===== src/rtl/recorder_event_decoder_if.sv =====
// Event/command bundle between the input controller, the recorder core and
// the event decoder; the decoder uses the slave modport.
interface recorder_event_decoder_if;
  logic [15:0] i_input_event;
  logic        i_play_done;
  logic        i_rec_full;
  logic        i_cmd_ready;
  logic        o_cmd_valid;
  logic [2:0]  o_cmd;
  logic [2:0]  o_state;
  logic [1:0]  o_speed_mode;
  logic [3:0]  o_speed_factor;
  logic        o_interpol;
  logic        o_err;

  modport slave (
    input  i_input_event, i_play_done, i_rec_full, i_cmd_ready,
    output o_cmd_valid, o_cmd, o_state, o_speed_mode, o_speed_factor,
           o_interpol, o_err
  );

  modport master (
    output i_input_event, i_play_done, i_rec_full, i_cmd_ready,
    input  o_cmd_valid, o_cmd, o_state, o_speed_mode, o_speed_factor,
           o_interpol, o_err
  );
endinterface


===== src/rtl/recorder_event_decoder.sv =====
// Decodes input-event words, runs the recorder transport FSM, and issues one
// transport command at a time to the recorder core over valid/ready.
module recorder_event_decoder #(
  parameter int unsigned MAX_FACTOR = 8
) (
  input logic                       i_clk,
  input logic                       i_rst,
  recorder_event_decoder_if.slave   bus
);

  typedef enum logic [2:0] {
    IDLE        = 3'd0,
    PLAY        = 3'd1,
    PLAY_PAUSED = 3'd2,
    REC         = 3'd3,
    REC_PAUSED  = 3'd4
  } state_t;

  localparam logic [3:0] EV_NONE   = 4'd0;
  localparam logic [3:0] EV_PLAY   = 4'd1;
  localparam logic [3:0] EV_PAUSE  = 4'd2;
  localparam logic [3:0] EV_STOP   = 4'd3;
  localparam logic [3:0] EV_RECORD = 4'd4;
  localparam logic [3:0] EV_SPEED  = 4'd5;

  localparam logic [2:0] CMD_NONE       = 3'd0;
  localparam logic [2:0] CMD_START_PLAY = 3'd1;
  localparam logic [2:0] CMD_PAUSE      = 3'd2;
  localparam logic [2:0] CMD_RESUME     = 3'd3;
  localparam logic [2:0] CMD_STOP       = 3'd4;
  localparam logic [2:0] CMD_START_REC  = 3'd5;

  localparam logic [3:0] FACTOR_MAX = 4'(MAX_FACTOR);

  state_t     state;
  logic [3:0] code;
  logic [1:0] mode;
  logic [3:0] param;
  logic       interp_bit;
  logic       free;
  logic       done;
  logic [3:0] sat_factor;
  state_t     t_next;
  logic [2:0] t_cmd;
  logic       t_err;

  assign code       = bus.i_input_event[15:12];
  assign mode       = bus.i_input_event[11:10];
  assign param      = bus.i_input_event[9:6];
  assign interp_bit = bus.i_input_event[5];
  assign bus.o_state = state;

  // A command accepted this cycle frees the core for a new one on the same edge
  assign free = !bus.o_cmd_valid || bus.i_cmd_ready;
  assign done = ((state == PLAY || state == PLAY_PAUSED) && bus.i_play_done) ||
                ((state == REC  || state == REC_PAUSED)  && bus.i_rec_full);

  always_comb begin
    sat_factor = param;
    if (param == 4'd0)
      sat_factor = 4'd1;
    else if (param > FACTOR_MAX)
      sat_factor = FACTOR_MAX;
  end

  // Transport table: t_cmd == CMD_NONE with t_err == 0 means the event is ignored
  always_comb begin
    t_next = state;
    t_cmd  = CMD_NONE;
    t_err  = 1'b0;
    case (state)
      IDLE: begin
        if (code == EV_PLAY) begin t_next = PLAY; t_cmd = CMD_START_PLAY; end
        else if (code == EV_RECORD) begin t_next = REC; t_cmd = CMD_START_REC; end
        else t_err = 1'b1;
      end
      PLAY: begin
        if (code == EV_PAUSE) begin t_next = PLAY_PAUSED; t_cmd = CMD_PAUSE; end
        else if (code == EV_STOP) begin t_next = IDLE; t_cmd = CMD_STOP; end
        else if (code == EV_RECORD) t_err = 1'b1;
      end
      PLAY_PAUSED: begin
        if (code == EV_PLAY) begin t_next = PLAY; t_cmd = CMD_RESUME; end
        else if (code == EV_STOP) begin t_next = IDLE; t_cmd = CMD_STOP; end
        else if (code == EV_RECORD) t_err = 1'b1;
      end
      REC: begin
        if (code == EV_PAUSE) begin t_next = REC_PAUSED; t_cmd = CMD_PAUSE; end
        else if (code == EV_STOP) begin t_next = IDLE; t_cmd = CMD_STOP; end
        else if (code == EV_PLAY) t_err = 1'b1;
      end
      REC_PAUSED: begin
        if (code == EV_RECORD) begin t_next = REC; t_cmd = CMD_RESUME; end
        else if (code == EV_STOP) begin t_next = IDLE; t_cmd = CMD_STOP; end
        else if (code == EV_PLAY) t_err = 1'b1;
      end
      default: t_next = IDLE;
    endcase
  end

  always_ff @(posedge i_clk or negedge i_rst) begin
    if (!i_rst) begin
      state              <= IDLE;
      bus.o_cmd_valid    <= 1'b0;
      bus.o_cmd          <= CMD_NONE;
      bus.o_speed_mode   <= 2'b00;
      bus.o_speed_factor <= 4'd1;
      bus.o_interpol     <= 1'b0;
      bus.o_err          <= 1'b0;
    end else begin
      bus.o_err <= 1'b0;
      if (bus.o_cmd_valid && bus.i_cmd_ready)
        bus.o_cmd_valid <= 1'b0;
      // Core completion wins over any same-cycle event, which is dropped silently
      if (done) begin
        state           <= IDLE;
        bus.o_cmd_valid <= 1'b0;
      end else if (code == EV_SPEED) begin
        if (state == REC || state == REC_PAUSED || mode == 2'b11) begin
          bus.o_err <= 1'b1;
        end else begin
          bus.o_speed_mode   <= mode;
          bus.o_speed_factor <= (mode == 2'b00) ? 4'd1 : sat_factor;
          bus.o_interpol     <= (mode == 2'b10) && interp_bit;
        end
      end else if (code >= EV_PLAY && code <= EV_RECORD) begin
        if (!free || t_err) begin
          bus.o_err <= 1'b1;
        end else if (t_cmd != CMD_NONE) begin
          state           <= t_next;
          bus.o_cmd_valid <= 1'b1;
          bus.o_cmd       <= t_cmd;
          if (t_cmd == CMD_START_REC) begin
            bus.o_speed_mode   <= 2'b00;
            bus.o_speed_factor <= 4'd1;
            bus.o_interpol     <= 1'b0;
          end
        end
      end else if (code != EV_NONE) begin
        bus.o_err <= 1'b1;
      end
    end
  end

endmodule


===== src/flat_wrapper.sv =====
// flat-port wrapper written by rule: the top's interface ports become plain ports
module recorder_event_decoder_flat 
#(
  parameter int unsigned MAX_FACTOR = 8
)
  (i_clk, i_rst, bus_i_input_event, bus_i_play_done, bus_i_rec_full, bus_i_cmd_ready, bus_o_cmd_valid, bus_o_cmd, bus_o_state, bus_o_speed_mode, bus_o_speed_factor, bus_o_interpol, bus_o_err);
  recorder_event_decoder_if bus_i ();
  input logic i_clk;
  input logic i_rst;
  input wire logic [$bits(bus_i.i_input_event)-1:0] bus_i_input_event;
  input wire logic [$bits(bus_i.i_play_done)-1:0] bus_i_play_done;
  input wire logic [$bits(bus_i.i_rec_full)-1:0] bus_i_rec_full;
  input wire logic [$bits(bus_i.i_cmd_ready)-1:0] bus_i_cmd_ready;
  output wire logic [$bits(bus_i.o_cmd_valid)-1:0] bus_o_cmd_valid;
  output wire logic [$bits(bus_i.o_cmd)-1:0] bus_o_cmd;
  output wire logic [$bits(bus_i.o_state)-1:0] bus_o_state;
  output wire logic [$bits(bus_i.o_speed_mode)-1:0] bus_o_speed_mode;
  output wire logic [$bits(bus_i.o_speed_factor)-1:0] bus_o_speed_factor;
  output wire logic [$bits(bus_i.o_interpol)-1:0] bus_o_interpol;
  output wire logic [$bits(bus_i.o_err)-1:0] bus_o_err;
  assign bus_i.i_input_event = bus_i_input_event;
  assign bus_i.i_play_done = bus_i_play_done;
  assign bus_i.i_rec_full = bus_i_rec_full;
  assign bus_i.i_cmd_ready = bus_i_cmd_ready;
  assign bus_o_cmd_valid = bus_i.o_cmd_valid;
  assign bus_o_cmd = bus_i.o_cmd;
  assign bus_o_state = bus_i.o_state;
  assign bus_o_speed_mode = bus_i.o_speed_mode;
  assign bus_o_speed_factor = bus_i.o_speed_factor;
  assign bus_o_interpol = bus_i.o_interpol;
  assign bus_o_err = bus_i.o_err;
  recorder_event_decoder #(.MAX_FACTOR(MAX_FACTOR)) u_core (.i_clk(i_clk), .i_rst(i_rst), .bus(bus_i));
endmodule

===== config.mk =====
export PLATFORM = sky130hd
export DESIGN_NAME = recorder_event_decoder_flat
export DESIGN_NICKNAME = d
export VERILOG_FILES = /design/src/rtl/recorder_event_decoder_if.sv /design/src/rtl/recorder_event_decoder.sv /design/src/flat_wrapper.sv
export SDC_FILE = /design/constraint.sdc
export NUM_CORES = 1
export LEC_CHECK = 0
export ABC_AREA = 1
export BUFFER_PORTS_ARGS = -buffer_cell sky130_fd_sc_hd__buf_2
export CORE_MARGIN = 5
export CORE_UTILIZATION = 50
export CTS_CLUSTER_DIAMETER = 50
export CTS_CLUSTER_SIZE = 40
export DETAILED_ROUTE_END_ITERATION = 8
export PLACE_DENSITY = 0.8
export SYNTH_ARGS = -nofsm -noshare
export SYNTH_HDL_FRONTEND = slang
export SYNTH_SLANG_ARGS = --single-unit

===== constraint.sdc =====
create_clock -name i_clk -period 3.5 [get_ports i_clk]
set_input_delay 0.7 -clock i_clk [delete_from_list [all_inputs] [get_ports i_clk]]
set_output_delay 0.7 -clock i_clk [all_outputs]
set_load 0.005 [all_outputs]

* Word level (Yosys, flattened, before mapping) *
Cells that the tools add are included.

operators by class
  equality and inequality tests = 17
  multiplexer cells = 64
  reductions and logical operators = 27
  magnitude comparators = 3
  bitwise operators = 3

operators by type and width
  kind                  count
  $mux W3               18
  $mux W4               9
  $mux W1               28
  $pmux W3 S5           1
  $mux W2               6
  $pmux W3 S4           1
  $reduce_and A5 Y1     2
  $reduce_bool A2 Y1    5
  $eq A4 B2 Y1 const B  2
  $eq A4 B3 Y1 const B  2
  $eq A3 B2 Y1 const B  2
  $eq A3 B3 Y1 const B  2
  $logic_or A1 B1 Y1    6
  $ne A2 B1 Y1 const B  3
  $reduce_and A6 Y1     1
  $logic_and A1 B1 Y1   5
  $pmux W1 S5           1
  $eq A2 B2 Y1 const B  2
  $eq A4 B1 Y1 const B  1
  $ge A4 B1 Y1 const B  1
  $gt A4 B4 Y1 const B  1
  $le A4 B3 Y1 const B  1
  $logic_not A4 Y1      1
  $ne A4 B1 Y1 const B  1
  other kinds (9)       12

storage, ports and cells
  bits of input ports = 21
  output and inout port bits = 15
  flip-flop bits (word level) = 15
  logic and storage cells = 121

* Depth between registers and ports, before layout *
  depth in word-level cells = 10
  gate-level depth with buffers = 12
  gate-level depth less buffers = 12

* Worst setup path after synthesis *
OpenSTA, ideal clock, no wires.

  path kind = input -> register
  start = in bus_i_input_event[14]
  end = reg u_core.state[0] (netlist: u_core.bus.o_state[0])
  required time = 3383 ps
  stages on the path = 12
  slack = 1784 ps
  buffers on the path = 0
  library setup time = 117 ps
  arrival = 1599 ps
  cell sequence = inv_1 > nor2_4 > nand2_2 > inv_2 > nand2_1 > nand2_1 > nor2_1 > nand3_2 > nand3_4 > inv_2 > nand2_2 > nand2_1

on the way
  longest elaborated chain between the ends = 9
  elaborated cells on any way between the ends = 46
  classes of those cells = order compare: 2; eq/ne: 8; mux: 30; reduce/logical: 6

ends and longest elaborated chain
  element                     RTL line                       RTL
  start: declaration          flat_wrapper.sv:10             input wire logic [$bits(bus_i.i_input_event)-1:0] bus_i_input_event;
  $eq A4 B2 Y1                -
  $mux W3                     -
  $mux W3 (on tied branches)  -
  $pmux W3 S5                 recorder_event_decoder.sv:71   case (state)
  $mux W3                     recorder_event_decoder.sv:129  end else if (t_cmd != CMD_NONE) begin
  $mux W3                     recorder_event_decoder.sv:127  if (!free || t_err) begin
  $mux W3                     recorder_event_decoder.sv:126  end else if (code >= EV_PLAY && code <= EV_RECORD) begin
  $mux W3                     recorder_event_decoder.sv:118  end else if (code == EV_SPEED) begin
  $mux W3                     recorder_event_decoder.sv:115  if (done) begin
  end signal: assignment      recorder_event_decoder.sv:130  state <= t_next;
  end: declaration            recorder_event_decoder.sv:35   state_t state;

Several ways; a longest one is shown, not always the timed one. The select of a mux whose other input is x is not followed.
A chain may end at the register's enable or synchronous reset.

* Worst setup path after layout *
  start = in bus_i_input_event[14]
  end = reg u_core.state[1] (netlist: u_core.bus.o_state[1])

Same word-level chain as after synthesis.

==> metrics.md <==
| Metric | Value |
|---|---|
| Worst-case clock buffer depth | `2` |
| Routability congestion estimate | `0.846` |
| Postcts setup bufs | `0` |
| Cts hold-fix bufs | `0` |
| Met2 Wirelength | `1030 um` |
| Post-synthesis instance total | `156` |
| GR Overflow Total | `0` |
| Synthesized flop and latch total | `15` |
| Drt total wl | `2300 um` |
| DIE HEIGHT | `55.7 um` |
| Count of pins over their slew limit | `0` |
| Global-route usage over all layers | `16.8%` |
| Yosys top cell by area | `dfrtp_1` |
| Startpoint types | `input pin` |
| Ant. Diodes | `0` |
| CORE AREA | `1980 um^2` |
| Gate family responsible for the most delay along the worst path | `simple AND/OR/NAND/NOR gates` |
| P&R area growth vs syn | `20.2%` |
| Fin crit share | `48.9%` |
| CP arrival | `1.88 ns` |
| Post-route ant nets | `0` |
| Top cells by area, synth | `dfrtp_1, nand2_1, nand3_1` |
| Slew Limit Headroom | `78.9%` |
| Critical path buffers and inverters | `4` |
| R2R depth | `9` |
| Status | `complete, no violations` |
| Clock skew | `0.00157 ns` |
| Synthesized area per cell | `6.68 um^2` |
| Crit-path cells | `buf_2, inv_1, nor2_4, nand2_2, inv_2, nand2_1, nand2_1, nor2_1, nand3_2, nand3_4, inv_2, nand2_1, nand2_1` |
| Placed cell areas | `1230 um^2` |
| CP endpoint kind | `register` |
| Critical Path Most Common Cell | `nand2_1` |
| Register-to-Register Setup Slack | `1.88 ns` |
| Post-synth top area share | `33.6%` |
| DR WL/cell | `10.6 um` |
| Via Count | `1083` |
| H-tree levels | `1` |
| Seq. cell area | `377 um^2` |
| Sequential fraction of the synthesis area | `36.1%` |
| WL met3 | `139 um` |
| Post-DP HPWL | `1910 um` |
| Worst-path clk slew | `0.08 ns` |
| Reg-to-reg startpoint | `u_core.bus.o_state[0]` |
| CTS tree | `yes` |
| Clock sink count | `15` |
| Setup TNS | `0 ns` |
| Final #Nets | `212` |
| Vias/cell | `4.99` |
| Ys Warns | `0` |
| Area of the multi-input gates | `572 um^2` |
| Filler cell count | `193` |
| I/O pins | `36` |
| Clock latency on the worst-skew pair | `0.28 ns` |
| Reg-to-Reg End | `u_core.bus.o_speed_factor[3]` |
| Die area | `3100 um^2` |
| First-pass GRT wire length | `4170 um` |
| Cell Area, Synth | `1040 um^2` |
| DR top layer | `met4` |
| Leakage | `0.000742 uW` |
| Netlist cell types | `20` |
| Hold WC Path Type | `in2async` |
| Mapped Nets | `177` |
| Port Buffers | `30` |
| Crit-path slowest cell | `nor2_1` |
| TritonCTS buffer count | `3` |
| Number of global-route vias before repair | `966` |
| Share of cells above drive strength 1 | `30.0%` |
| Fmax | `0.585 GHz` |
| FP Rows | `16` |
| Crit. Startpoint | `bus_i_input_event[14]` |
| Die width | `55.7 um` |
| Clock root buffer | `clkbuf_4` |
| Slowest Stage Delay on Critical Path | `0.17 ns` |
| RSZ-0062 raised after global routing | `false` |
| WL met1 | `1050 um` |
| Setup violators final | `0` |
| Slew @ Worst Pin | `0.317 ns` |
| Drt first-iter violations | `19` |
| Worst EP required | `3.67 ns` |
| Final critical-path required period | `1.71 ns` |
| Post_cts resized | `0` |
| TritonRoute pass-1 iters | `4` |
| Hold Violations, Final | `0` |
| Design Area, Final | `1250 um^2` |
| Max rail drop VDD | `0.264 mV` |
| Crit path kind | `in2reg` |
| Initial Utilization | `52.6%` |
| Number of antenna violations at the first check in global routing | `0` |
| Largest net degree at the start of global routing | `16` |
| Pwr per Cell Area | `557 nW/um^2` |
| CP max FO | `8` |
| DRC viols | `0` |
| Max cap viols | `0` |
## placed cells by master, fill, tap and decap left out, types with 2 or more instances in the layout
cell type and instances:
nand2_1 51, buf_2 30, inv_1 19, nor2_1 17, nand3_1 17, dfrtp_1 14, nand2_2 6, inv_2 6
nor2_2 4, a21oi_1 4, o21ai_0 3, o21ai_1 3, clkbuf_4 3, nor2_4 2, nand3_2 2, nand4_1 2
## power breakdown
group | switching, uW | total, uW | internal, uW | leakage, uW
clock | 49.1 | 93.3 | 44.3 | 0.0000150
combinational | 207 | 334 | 127 | 0.000537
sequential | 37.5 | 270 | 233 | 0.000190
## cell families (layout without fill, tap and decap cells)
group / Yosys count / count (layout) / share of synthesized area, %
AO/OA/AOI/OAI: 13 / 13 / 7.20
flip-flops: 15 / 15 / 36.1
AND/OR/NAND/NOR: 103 / 103 / 47.7
buffers and inverters: 25 / 59 / 9.00
## cells in the mapped netlist (all sizes together)
cell type	count
nand2	57
inv	25
nor2	23
nand3	20
dfrtp	14
o21ai	6
a21oi	5
nand4	3
a21boi	1
dfstp	1
o221ai	1
## sequential cells by signal, indices dropped and copies added (netlist names)
| name | cells |
|---|---|
| u_core.bus.o_interpol | 1 |
| u_core.bus.o_cmd_valid | 1 |
| u_core.bus.o_speed_factor | 4 |
| u_core.bus.o_state | 3 |
| u_core.bus.o_speed_mode | 2 |
| u_core.bus.o_err | 1 |
| u_core.bus.o_cmd | 3 |
## through the flow
stage	utilization [%]	cells	hold slack (ns)	power, uW	worst slack [ns]
detailed placement	61.9	213	0.453	607	1.51
finish	63.2	217	0.303	697	1.79
CTS	63.2	217	0.301	704	1.81
global route	63.2	217	0.310	771	1.66
global placement	61.9	213	0.449	595	1.55
floorplan	-	156	0.404	496	1.78
## how the worst max path moves through the flow
stage | endpoint | slack, ns | cells past startpoint
2_1_floorplan | u_core.bus.o_state[0] | 1.78 | 12
3_3_place_gp | u_core.bus.o_state[0] | 1.55 | 13
3_5_place_dp | u_core.bus.o_state[1] | 1.51 | 13
4_1_cts | u_core.bus.o_state[1] | 1.81 | 13
5_1_grt | u_core.bus.o_speed_factor[3] | 1.66 | 9
6_report | u_core.bus.o_state[1] | 1.79 | 13
## per-layer routing
layer | GRT usage (%) | vias to the layer above
li1 | - | 558
met2 | 25.7 | 41
met5 | 0 | -
met4 | 11.1 | 0
met3 | 3.48 | 9
met1 | 21.1 | 475
## final cells by class
type                       count  share of cell area [%]
multi-input combinational    116                    45.7
sequential                    15                    30.1
timing repair buffer          30                    12.0
inverter                      25                    7.49
tap                           27                    2.70
clock buffer                   4                    2.10
Power figures use the tool's default switching activity.
